--- src/rtl/host_rx_arbiter.sv ---
`default_nettype none
// ============================================================================
// Module      : host_rx_arbiter
// Description : Packet-granular round-robin arbiter. Two show-ahead FIFOs
//               (port0 = host receive path, port1 = local packet generator)
//               share one 9-bit host packet bus. Whole packets only; packets
//               longer than MAX_PKT_WORDS are truncated (last forwarded word
//               gets its head/tail flag forced) and the remainder is dropped.
//               Body words seen at a FIFO head while idle are discarded.
// Ports       : i_clk / i_rst          clock, async active-high reset
//               i_arb_en               allows new grants (sampled in IDLE)
//               iv_dataN/iv_ctrl_dataN FIFO word ([8]=head/tail) + metadata
//               i_data_emptyN          FIFO empty
//               o_data_rdN             FIFO pop
//               ov_data/o_data_wr      registered output word + valid
//               ov_ctrl_data           metadata latched from the head word
//               ov_pkt_cnt0/1          forwarded-packet counters (wrapping)
//               o_trunc_pulse          one cycle per truncated packet
//               o_align_err_pulse      one cycle per misaligned discard
//               ov_arb_state           current state (debug)
// Revision    : 1.0 - initial release
// ============================================================================
module host_rx_arbiter #(
    parameter int MAX_PKT_WORDS = 1536,
    parameter int CNT_W         = 16
) (
    input  logic             i_clk,
    input  logic             i_rst,
    input  logic             i_arb_en,
    input  logic [8:0]       iv_data0,
    input  logic [18:0]      iv_ctrl_data0,
    input  logic             i_data_empty0,
    output logic             o_data_rd0,
    input  logic [8:0]       iv_data1,
    input  logic [18:0]      iv_ctrl_data1,
    input  logic             i_data_empty1,
    output logic             o_data_rd1,
    output logic [8:0]       ov_data,
    output logic             o_data_wr,
    output logic [18:0]      ov_ctrl_data,
    output logic [CNT_W-1:0] ov_pkt_cnt0,
    output logic [CNT_W-1:0] ov_pkt_cnt1,
    output logic             o_trunc_pulse,
    output logic             o_align_err_pulse,
    output logic [1:0]       ov_arb_state
);

    localparam int                c_wc_w      = $clog2(MAX_PKT_WORDS + 1);
    localparam logic [c_wc_w-1:0] c_max_words = c_wc_w'(MAX_PKT_WORDS);

    localparam logic [1:0] c_st_idle = 2'd0;
    localparam logic [1:0] c_st_xfer = 2'd1;
    localparam logic [1:0] c_st_drop = 2'd2;

    logic [1:0]        r_state;
    logic              r_grant;
    logic              r_last_grant;
    logic [c_wc_w-1:0] r_wcnt;
    logic [8:0]        r_data;
    logic              r_wr;
    logic [18:0]       r_ctrl;
    logic [CNT_W-1:0]  r_pkt_cnt0;
    logic [CNT_W-1:0]  r_pkt_cnt1;
    logic              r_trunc;
    logic              r_align;

    logic [1:0]        w_state_nxt;
    logic              w_grant_nxt;
    logic              w_rd0;
    logic              w_rd1;
    logic              w_pop;
    logic              w_eli0;
    logic              w_eli1;
    logic              w_mis0;
    logic              w_mis1;
    logic [8:0]        w_g_data;
    logic [18:0]       w_g_ctrl;
    logic              w_g_empty;
    logic [c_wc_w-1:0] w_wcnt_inc;
    logic              w_is_tail;
    logic              w_at_max;

    // A visible flagged word at a FIFO head is a packet start; an unflagged
    // one cannot start a packet and is thrown away while idle.
    assign w_eli0 = !i_data_empty0 &&  iv_data0[8];
    assign w_eli1 = !i_data_empty1 &&  iv_data1[8];
    assign w_mis0 = !i_data_empty0 && !iv_data0[8];
    assign w_mis1 = !i_data_empty1 && !iv_data1[8];

    assign w_g_data  = r_grant ? iv_data1      : iv_data0;
    assign w_g_ctrl  = r_grant ? iv_ctrl_data1 : iv_ctrl_data0;
    assign w_g_empty = r_grant ? i_data_empty1 : i_data_empty0;

    // r_wcnt holds the number of words already popped for this packet, so a
    // flagged word is a tail only once the head has gone (r_wcnt != 0).
    assign w_wcnt_inc = r_wcnt + c_wc_w'(1);
    assign w_is_tail  = w_g_data[8] && (r_wcnt != '0);
    assign w_at_max   = (w_wcnt_inc == c_max_words);

    always_comb begin
        w_state_nxt = r_state;
        w_grant_nxt = r_grant;
        w_rd0       = 1'b0;
        w_rd1       = 1'b0;
        w_pop       = 1'b0;
        case (r_state)
            c_st_idle: begin
                w_rd0 = w_mis0;
                w_rd1 = w_mis1;
                if (i_arb_en && (w_eli0 || w_eli1)) begin
                    w_state_nxt = c_st_xfer;
                    // On a tie the port that did not send last time wins.
                    w_grant_nxt = (w_eli0 && w_eli1) ? ~r_last_grant : w_eli1;
                end
            end
            c_st_xfer: begin
                w_pop = !w_g_empty;
                w_rd0 = w_pop && !r_grant;
                w_rd1 = w_pop &&  r_grant;
                if (w_pop) begin
                    if (w_is_tail) begin
                        w_state_nxt = c_st_idle;
                    end else if (w_at_max) begin
                        w_state_nxt = c_st_drop;
                    end
                end
            end
            c_st_drop: begin
                w_pop = !w_g_empty;
                w_rd0 = w_pop && !r_grant;
                w_rd1 = w_pop &&  r_grant;
                if (w_pop && w_g_data[8]) begin
                    w_state_nxt = c_st_idle;
                end
            end
            default: begin
                w_state_nxt = c_st_idle;
            end
        endcase
    end

    always_ff @(posedge i_clk or posedge i_rst) begin
        if (i_rst) begin
            r_state      <= c_st_idle;
            r_grant      <= 1'b0;
            r_last_grant <= 1'b1;
            r_wcnt       <= '0;
            r_data       <= '0;
            r_wr         <= 1'b0;
            r_ctrl       <= '0;
            r_pkt_cnt0   <= '0;
            r_pkt_cnt1   <= '0;
            r_trunc      <= 1'b0;
            r_align      <= 1'b0;
        end else begin
            r_state <= w_state_nxt;
            r_grant <= w_grant_nxt;
            r_wr    <= 1'b0;
            r_trunc <= 1'b0;
            r_align <= (r_state == c_st_idle) && (w_mis0 || w_mis1);
            if ((r_state == c_st_idle) && (w_state_nxt == c_st_xfer)) begin
                r_wcnt <= '0;
            end
            if ((r_state == c_st_xfer) && w_pop) begin
                r_wr   <= 1'b1;
                r_data <= w_g_data;
                r_wcnt <= w_wcnt_inc;
                if (r_wcnt == '0) begin
                    r_ctrl <= w_g_ctrl;
                end
                if (w_is_tail) begin
                    r_last_grant <= r_grant;
                    if (r_grant) begin
                        r_pkt_cnt1 <= r_pkt_cnt1 + CNT_W'(1);
                    end else begin
                        r_pkt_cnt0 <= r_pkt_cnt0 + CNT_W'(1);
                    end
                end else if (w_at_max) begin
                    // Close the truncated packet so downstream sees a tail.
                    r_data  <= {1'b1, w_g_data[7:0]};
                    r_trunc <= 1'b1;
                end
            end
        end
    end

    // Pops are combinational, so they are masked while reset is held to keep
    // every output quiet during reset.
    assign o_data_rd0        = w_rd0 && !i_rst;
    assign o_data_rd1        = w_rd1 && !i_rst;
    assign ov_data           = r_data;
    assign o_data_wr         = r_wr;
    assign ov_ctrl_data      = r_ctrl;
    assign ov_pkt_cnt0       = r_pkt_cnt0;
    assign ov_pkt_cnt1       = r_pkt_cnt1;
    assign o_trunc_pulse     = r_trunc;
    assign o_align_err_pulse = r_align;
    assign ov_arb_state      = r_state;

endmodule
`default_nettype wire

--- config.mk ---
export PLATFORM = sky130hd
export DESIGN_NAME = host_rx_arbiter
export DESIGN_NICKNAME = d
export VERILOG_FILES = /design/src/rtl/host_rx_arbiter.sv
export SDC_FILE = /design/constraint.sdc
export NUM_CORES = 1
export LEC_CHECK = 0
export BUFFER_PORTS_ARGS = -buffer_cell sky130_fd_sc_hd__buf_2
export CORE_ASPECT_RATIO = 0.75
export CORE_MARGIN = 4
export CORE_UTILIZATION = 46
export CTS_CLUSTER_SIZE = 8
export DETAILED_ROUTE_END_ITERATION = 8
export HOLD_SLACK_MARGIN = 0.05
export PLACE_DENSITY = 0.76
export SYNTH_ARGS = -nofsm -noshare
export SYNTH_HDL_FRONTEND = slang
export SYNTH_SLANG_ARGS = --single-unit
--- constraint.sdc ---
create_clock -name i_clk -period 2.6 [get_ports i_clk]
set_clock_uncertainty 0.2 [all_clocks]
set_input_delay 0.13 -clock i_clk [delete_from_list [all_inputs] [get_ports i_clk]]
set_output_delay 0.13 -clock i_clk [all_outputs]
set_load 0.01 [all_outputs]
==> Word-level counts from Yosys, hierarchy flattened <==
Cells that the tools add are included.
{ "op_classes": {"n_addsub": 3, "n_eq_ne": 4, "n_mux": 21, "bitwise_logic": 2, "reduce_logical": 34} }
{ "op_table": {"columns": ["operator", "n"], "rows": [
  ["adder 16 x 1 -> 16 bit, second input constant", 2],
  ["2-to-1 mux 9 bit", 3],
  ["2-to-1 mux 11 bit", 2],
  ["2-to-1 mux 19 bit", 1],
  ["logical AND 1 bit", 15],
  ["adder 11 x 1 -> 11 bit, second input constant", 1],
  ["equality test 11 bit, second input constant", 1],
  ["zero test 11 bit", 1],
  ["nonzero test 11 bit", 1],
  ["2-to-1 mux 2 bit", 5],
  ["zero test 1 bit", 7],
  ["2-to-1 mux 1 bit", 7],
  ["case mux 2 bit (3 select lines)", 1],
  ["AND reduction 2 bit", 3],
  ["AND reduction 3 bit", 2],
  ["equality test 2 x 1 -> 1 bit, second input constant", 2],
  ["case mux 1 bit (2 select lines)", 2],
  ["equality test 2 bit, second input constant", 1],
  ["zero test 2 bit", 1],
  ["logical OR 1 bit", 2],
  ["NOT 1 bit", 2],
  ["nonzero test 2 bit", 1],
  ["OR reduction 2 bit", 1]
]} }
{ "totals": {"regBits": 78, "input_bits": 61, "wordCells": 75} }

==> Longest topological paths before layout <==
Gate-level depths: netlist (run 1).
{ "depth": {"word_depth": 10, "depth_mapped": 10, "ltp_nobuf": 8} }

==> Worst setup path after synthesis (run 1) <==
Ideal clock, no wire load.
{ "synth_timing": {"path_type": "reg-to-reg", "startpoint": "register r_wcnt[0]", "endpoint": "register r_wcnt[3]", "setup_time_ps": 84, "t_arrival_ps": 2392, "required_ps": 2316, "path_slack_ps": -76, "stages_incl_launch_ff": 9, "n_path_buf": 1, "synth_period_minus_slack_ps": 2676, "path_cell_list": "dfrtp_1 > ha_1 > nand2_2 > nor3_4 > mux2_1 > a2111o_1 > or3_1 > buf_6 > a41oi_2"} }
{ "synth_between": {"elab_chain_cells": 9, "elab_cells_between_ends": 12, "cone_classes": "add/sub (1); eq/ne (2); mux (5); reduce/logical (4)"} }
{ "synth_lines": {"columns": ["item", "line_no", "source"], "rows": [
  ["start: declaration", "58", "logic [c_wc_w-1:0] r_wcnt;"],
  ["start signal: assignment", "167", "r_wcnt <= w_wcnt_inc;"],
  ["adder 11 x 1 -> 11 bit", "96", "assign w_wcnt_inc = r_wcnt + c_wc_w'(1);"],
  ["equality test 11 bit", "98", "assign w_at_max = (w_wcnt_inc == c_max_words);"],
  ["2-to-1 mux 2 bit", "123", "end else if (w_at_max) begin"],
  ["2-to-1 mux 2 bit", "121", "if (w_is_tail) begin"],
  ["2-to-1 mux 2 bit", "120", "if (w_pop) begin"],
  ["case mux 2 bit (3 select lines)", "106", "case (r_state)"],
  ["equality test 2 x 1 -> 1 bit", "161", "if ((r_state == c_st_idle) && (w_state_nxt == c_st_xfer)) begin"],
  ["logical AND 1 bit", "161", null],
  ["nonzero test 2 bit (no source line)", null, null]
]} }
Parallel ways exist; a longest one is shown, timed or not.
A chain may end at the register's enable or synchronous reset.

==> Worst setup path after layout (run 1) <==
{ "layout_timing": {"startpoint": "register r_wcnt[0]", "endpoint": "register r_wcnt[2]"} }
Same word-level chain as after synthesis.

==> results of run 1 <==
path summary, 6_finish.rpt:
path / end / cells past startpoint / start
worst max-delay path: r_wcnt[2]$_DFFE_PP0P_ / 7 / r_wcnt[0]$_DFFE_PP0P_
worst min-delay path: r_wcnt[1]$_DFFE_PP0P_ / 5 / i_data_empty1
worst max register to register: r_wcnt[2]$_DFFE_PP0P_ / 7 / r_wcnt[0]$_DFFE_PP0P_
worst min register to register: ov_pkt_cnt1[15]$_DFFE_PP0P_ / 1 / ov_pkt_cnt1[15]$_DFFE_PP0P_
max in group asynchronous: r_last_grant$_DFFE_PP1P_ / 4 / i_rst
min in group asynchronous: ov_ctrl_data[10]$_DFFE_PP0P_ / 3 / i_rst
power groups by stage:
| stage | combinational [mW] | clock [mW] | sequential [mW] |
|---|---|---|---|
| after floorplan | 0.960 | 0 | 1.81 |
| after global placement | 1.71 | 0 | 1.67 |
| after detailed placement | 1.77 | 0 | 1.69 |
| after CTS | 1.99 | 1.20 | 1.67 |
| after global routing | 2.25 | 1.27 | 1.72 |
| final | 2.08 | 1.19 | 1.68 |
Yosys cell counts, types with 4 or more instances:
cell type	instances	area share (%)
nor2_1	17	1.6
nor2b_1	4	0.63
xnor2_1	22	4.8
dfrtp_1	77	48
inv_1	12	1.1
and4_1	4	0.88
xor2_1	8	1.8
and3_1	8	1.3
nand3_1	17	2.1
nand2_1	44	4.1
a21oi_1	10	1.3
clkbuf_1	12	1.1
o21ai_0	35	4.4
nand4_1	7	1.1
nand2b_1	4	0.63
mux2i_1	28	7.0
ha_1	8	2.5
a31oi_1	5	0.79
metal layers:
metal  GRT usage (%)  vias to the layer above  wire (um)
met2            40.0                      189       6060
met4            9.59                        0        318
li1                -                     1777          -
met3            5.26                       41        804
met1            29.5                     1905       4820
met5               0                        -          0
layout make-up:
| class | instances | area (um2) | area share (%) |
|---|---|---|---|
| flip-flops and latches | 78 | 1960 | 33.6 |
| well taps | 108 | 135 | 2.32 |
| multi-input cells | 276 | 1930 | 33.3 |
| inverters | 12 | 45.0 | 0.775 |
| repair buffers | 216 | 1470 | 25.2 |
| clock buffers | 12 | 246 | 4.24 |
| clock inverters | 4 | 32.5 | 0.559 |
state kept, by name (all words and copies together) (netlist names):
| name | flops |
|---|---|
| ov_ctrl_data | 19 |
| r_last_grant | 1 |
| ov_arb_state | 2 |
| ov_data | 9 |
| o_trunc_pulse | 1 |
| ov_pkt_cnt0 | 16 |
| o_align_err_pulse | 1 |
| r_grant | 1 |
| r_wcnt | 11 |
| o_data_wr | 1 |
| ov_pkt_cnt1 | 16 |
worst min-delay path, cell delays in order:
cell and delay, ns:
buf_2 0.14, mux2i_1 0.11, nand3_1 0.12, or2_1 0.14, a21oi_1 0.07
timing repair:
| item | CTS | global route |
|---|---|---|
| resized for setup | 1 | 4 |
| hold buffers | 60 | 0 |
| endpoints found under the hold margin | 57 | 0 |
| setup endpoints to repair | 8 | 17 |
| pin swaps | 0 | 1 |
cell families after synthesis:
group | count (synthesis)
AO/OA/AOI/OAI | 76
XOR/XNOR | 30
adder cells (fa/ha/maj) | 8
buffers and inverters | 31
flip-flops | 78
multiplexers | 32
AND/OR/NAND/NOR | 130
==> run_results.csv, run 1 <==
group,metric,value,unit
clock_tree,clkLatencyLatePin,0.34,ns
clock_tree,cts.path.max_buffers,2,
yosys,synth_adder_area_share,2.51,%
placed_design,numPlacedInstances,630,
yosys,syn-cell-area,3980,um2
clock_tree,root_buffer,"clkbuf_16",
cells_and_area,num_antenna_cells,0,
yosys,synth_edf_count,0,
route,ant_nets,0,
die,die_width,115,um
yosys,synth-compound-area-share,12.9,%
global_routing,grt_use_total,23.6,%
outcome,status,"finished clean",
yosys,synth_top_family_by_area,"simple AND/OR/NAND/NOR gates",
global_routing,grt_first_pass_wirelength,18.9,mm
timing,fin_tns_setup,0,ns
power,pwr-share-clk,24.0,%
clock_tree,cts_max_level,3,
timing,maxSlewHeadroom,53.5,%
timing,hold_viol,0,
global_routing,grt_max_degree,39,
worst_hold_path,hold_class,"in -> reg",
critical_path,crit_required,2.65,ns
yosys,avgSynthCellArea,10.3,um2
route,drt-pass1-iter-count,5,
timing,min_period,2.50,ns
die,start_util,47.1,%
yosys,synth_cell_types,60,
cells_and_area,final_common_cell,"buf_2",
critical_path,cp.arrival,2.54,ns
timing,hold_ws,0.224,ns
timing,fin_crit_sh,96.0,%
clock_tree,cts_buffers,9,
critical_path,cp_max_fo,10,
power,seq_power_share,34.0,%
critical_path,rrSetupSlack,0.10,ns
timing,rsz0062_at_grt,"yes",
power,ir_worst_vdd,0.550,mV
cells_and_area,final_nets,662,
placed_design,portBuffers,127,
timing,maxSlewViolCount,0,
timing,timing.fmax,0.401,GHz
critical_path,cp-end-kind,"register",
route,drtIter0Drc,236,
die,die_area,10200,um2
critical_path,crit_chain,"buf_4 > nand3_2 > nand4b_1 > mux2_1 > a2111o_1 > or3_4 > a31oi_2",
cells_and_area,nFillCells,609,
global_routing,grt_pass1_vias,3964,
yosys,synthArstFlopShare,100,%
cells_and_area,final_cells,706,
route,vias,3912,
die,fp.coreArea,8450,um2
timing,layout_setup_ws,0.105,ns
critical_path,crit_type,"reg -> reg",
critical_path,startpoint_type,"register",
job,maxCapViolCount,0,
critical_path,crit_family,"simple AND/OR/NAND/NOR gates",
power,intPower,3.12,mW
power,power.switching,1.83,mW
power,power_density,852,nW/um2
route,vias_per_cell,5.54,
critical_path,worstPathBufferInverterCount,1,
yosys,yosys.area_share.simple,17.5,%
global_routing,grt_antenna_before_repair,0,
yosys,seq_area_frac_synth,49.1,%
power,p_comb_share,42.0,%
placed_design,dpl_cell_area,4910,um2
cells_and_area,layout_common_cells,"buf_2 (127), dfrtp_1 (75), dlygate4sd3_1 (60)",
yosys,yosysWarningCount,0,
placed_design,place_congestion,0.880,
clock_tree,cts_setup_buffers,0,
placed_design,place_hpwl,7.49,mm
yosys,synth_fp_nets,454,
route,wl_per_cell,17.0,um
route,drc,0,
yosys,yosys_most_used_dff,"dfrtp_1",
die,rows,29,
clock_tree,cts_tree,"done",
timing,worst_pin_slew,0.696,ns
cells_and_area,final_util,68.8,%
clock_tree,cts.sinks,78,
die,die_height,88.6,um
cells_and_area,syn_to_final_growth,46.1,%
power,power,4.95,mW
yosys,synth-xor-area-share,6.60,%
timing,finalSetupViolCount,0,
die,io_pins,128,
clock_tree,path_clk_slew,0.06,ns
cells_and_area,fin_area,5820,um2
cells_and_area,final_layout_size_suffix_gt1_share,33.3,%
yosys,synth.area.mux_share,8.17,%
critical_path,slowest_delay,0.47,ns
power,p_leak,2.96,nW
route,drt_wl_total,12.0,mm
global_routing,grt-ovfl-total,0,
critical_path,crit_slowest_cell,"or3_4",
yosys,synth_cells,385,
power,switching_share,36.9,%
placed_design,pre_cts_ws,-0.0404,ns
yosys,ys_ff_latch,78,
Note: power is estimated with default switching activity, not from simulation.
==> run 2: changes to the inputs <==
- CORE_MARGIN: 4 -> 3
- GPL_ROUTABILITY_DRIVEN: default -> 0
- SLEW_MARGIN: default -> 5
==> run 2 against run 1 <==
  * Hold slack worse by 0.016 ns
  * Critical path depth stayed put
  * Largest power group unchanged
  * Register-to-register slack is essentially flat
  * Fmax about the same
  * Core utilization up 2.7 points
  * Routed wire length is 0.47% lower
  * Sequential power is essentially flat
  * First-iteration DRC count is 27% higher
  * Largest cell class unchanged
  * Sequential share of layout area shrank 0.094 points
  * Cell area rose by 0.34%
  * Via count down 2.0%
  * Worst setup slack better by 0.0012 ns
==> run_results.csv, run 2 (synthesis gave the netlist of run 1 again) <==
group,metric,value,unit
worst_hold_path,hp-start,"i_data_empty1",
cells_and_area,final_layout_size_suffix_gt1_share,33.9,%
worst_hold_path,hold_class,"in -> reg",
clock_tree,cts_max_level,3,
cells_and_area,final_cells,704,
timing,worst_pin_slew,0.625,ns
route,drt_wl_total,12.0,mm
critical_path,cp-end-kind,"register",
power,power_density,868,nW/um2
die,die_width,113,um
die,io_pins,128,
global_routing,met2_usage,43.4,%
route,vias,3834,
outcome,status,"finished clean",
global_routing,grt-ovfl-total,0,
route,vias_per_cell,5.45,
global_routing,grt_use_total,24.9,%
route,wl_per_cell,17.0,um
critical_path,startpoint_type,"register",
clock_tree,cts_buffers,9,
cells_and_area,final_common_cell,"buf_2",
global_routing,grt_pass1_vias,4017,
timing,maxSlewHeadroom,58.2,%
worst_hold_path,min_path_cells,5,
critical_path,cp_max_fo,10,
clock_tree,root_buffer,"clkbuf_16",
cells_and_area,layout_common_cells,"buf_2 (127), dfrtp_1 (74), dlygate4sd3_1 (60)",
cells_and_area,final_util,71.5,%
cells_and_area,num_antenna_cells,0,
route,drc,0,
critical_path,reg2reg_to,"r_wcnt[3]$_DFFE_PP0P_",
critical_path,crit_type,"reg -> reg",
die,rows,28,
route,ant_nets,0,
clock_tree,clkLatencyLatePin,0.34,ns
critical_path,cp.arrival,2.55,ns
clock_tree,cts.path.max_buffers,2,
critical_path,reg2reg_from,"r_wcnt[0]$_DFFE_PP0P_",
critical_path,r2r_cells,7,
worst_hold_path,hold_end,"r_wcnt[1]$_DFFE_PP0P_",
global_routing,grt_max_degree,39,
die,die_area,9820,um2
critical_path,rrSetupSlack,0.11,ns
cells_and_area,syn_to_final_growth,46.6,%
die,start_util,48.8,%
global_routing,grt_busiest_layer,"met2",
timing,finalSetupViolCount,0,
global_routing,grt_first_pass_wirelength,19.2,mm
timing,fin_tns_setup,0,ns
placed_design,portBuffers,127,
job,maxCapViolCount,0,
clock_tree,cts_tree,"done",
timing,timing.fmax,0.401,GHz
clock_tree,path_clk_slew,0.06,ns
timing,min_period,2.49,ns
placed_design,numPlacedInstances,625,
timing,fin_crit_sh,95.9,%
global_routing,grt_util_met1,28.8,%
timing,hold_viol,0,
critical_path,crit_required,2.65,ns
route,drtIter0Drc,300,
cells_and_area,nFillCells,587,
global_routing,use_met3,7.47,%
cells_and_area,final_nets,663,
global_routing,grt_antenna_before_repair,0,
placed_design,dpl_cell_area,4880,um2
power,p_leak,2.97,nW
cells_and_area,fin_area,5840,um2
die,die_height,86.6,um
power,ir_worst_vdd,0.601,mV
route,drt-pass1-iter-count,5,
placed_design,place_hpwl,7.13,mm
timing,maxSlewViolCount,0,
cells_and_area,largest_reg_flops,19,
die,fp.coreArea,8160,um2
clock_tree,cts.sinks,78,
==> run 2: layer usage <==
| layer | share of wire (%) | vias up | wire, um |
|---|---|---|---|
| met5 | 0 | - | 0 |
| met4 | 3.3 | 0 | 393 |
| met3 | 7.1 | 37 | 848 |
| met2 | 50 | 185 | 5950 |
| met1 | 40 | 1831 | 4760 |
| li1 | - | 1781 | - |
==> run 2: worst max path at each step <==
stage	startpoint	end	slack, ns
finish	r_wcnt[0]$_DFFE_PP0P_	r_wcnt[3]$_DFFE_PP0P_	0.11
floorplan	r_wcnt[0]$_DFFE_PP0P_	r_wcnt[3]$_DFFE_PP0P_	0.03
global route	r_wcnt[0]$_DFFE_PP0P_	ov_pkt_cnt1[7]$_DFFE_PP0P_	-0.01
global placement	r_wcnt[1]$_DFFE_PP0P_	r_wcnt[0]$_DFFE_PP0P_	0.04
CTS	r_wcnt[1]$_DFFE_PP0P_	r_wcnt[3]$_DFFE_PP0P_	0.02
detailed placement	r_wcnt[1]$_DFFE_PP0P_	r_wcnt[3]$_DFFE_PP0P_	-0.05
==> run 2: per-stage QoR <==
stage / power (mW) / hold WS, ns / worst slack [ns]
global route: 5.37 / 0.216 / -0.00972
finish: 5.06 / 0.208 / 0.106
detailed placement: 3.40 / 0.0374 / -0.0466
floorplan: 2.77 / 0.0814 / 0.0348
global placement: 3.33 / 0.0336 / 0.0416
CTS: 4.90 / 0.145 / 0.0245
==> run 2: area by class of cell <==
cell class | count | area, um2 | area share [%]
clock inverters | 3 | 43.8 | 0.750
clock buffers | 13 | 260 | 4.46
multi-input cells | 276 | 1940 | 33.2
inverters | 12 | 45.0 | 0.772
well taps | 105 | 131 | 2.25
flip-flops and latches | 78 | 1960 | 33.5
repair buffers | 217 | 1460 | 25.0
==> run 2: power by group <==
part           internal (mW)  total [mW]  leakage, nW  switching (mW)
logic                  0.950        2.09         1.80            1.14
clock network          0.797        1.28        0.150           0.484
registers               1.50        1.70         1.03           0.195
total                   3.25        5.06         2.97            1.82
==> run 2: what timing repair did <==
| action | in CTS | in global routing |
|---|---|---|
| hold buffers | 60 | 0 |
| endpoints found under the hold margin | 55 | 0 |
| endpoints found under the setup margin | 9 | 17 |
| pin swaps | 0 | 4 |
| gates resized for setup | 2 | 6 |
| setup buffers | 0 | 3 |
==> run 2: critical path: stages, from the launching register on <==
cell and delay (ns):
dfrtp_2 0.44, buf_4 0.17, nand3_2 0.13, nand4b_1 0.11, mux2_1 0.30, a2111o_1 0.40
or3_4 0.47, a41oi_2 0.19
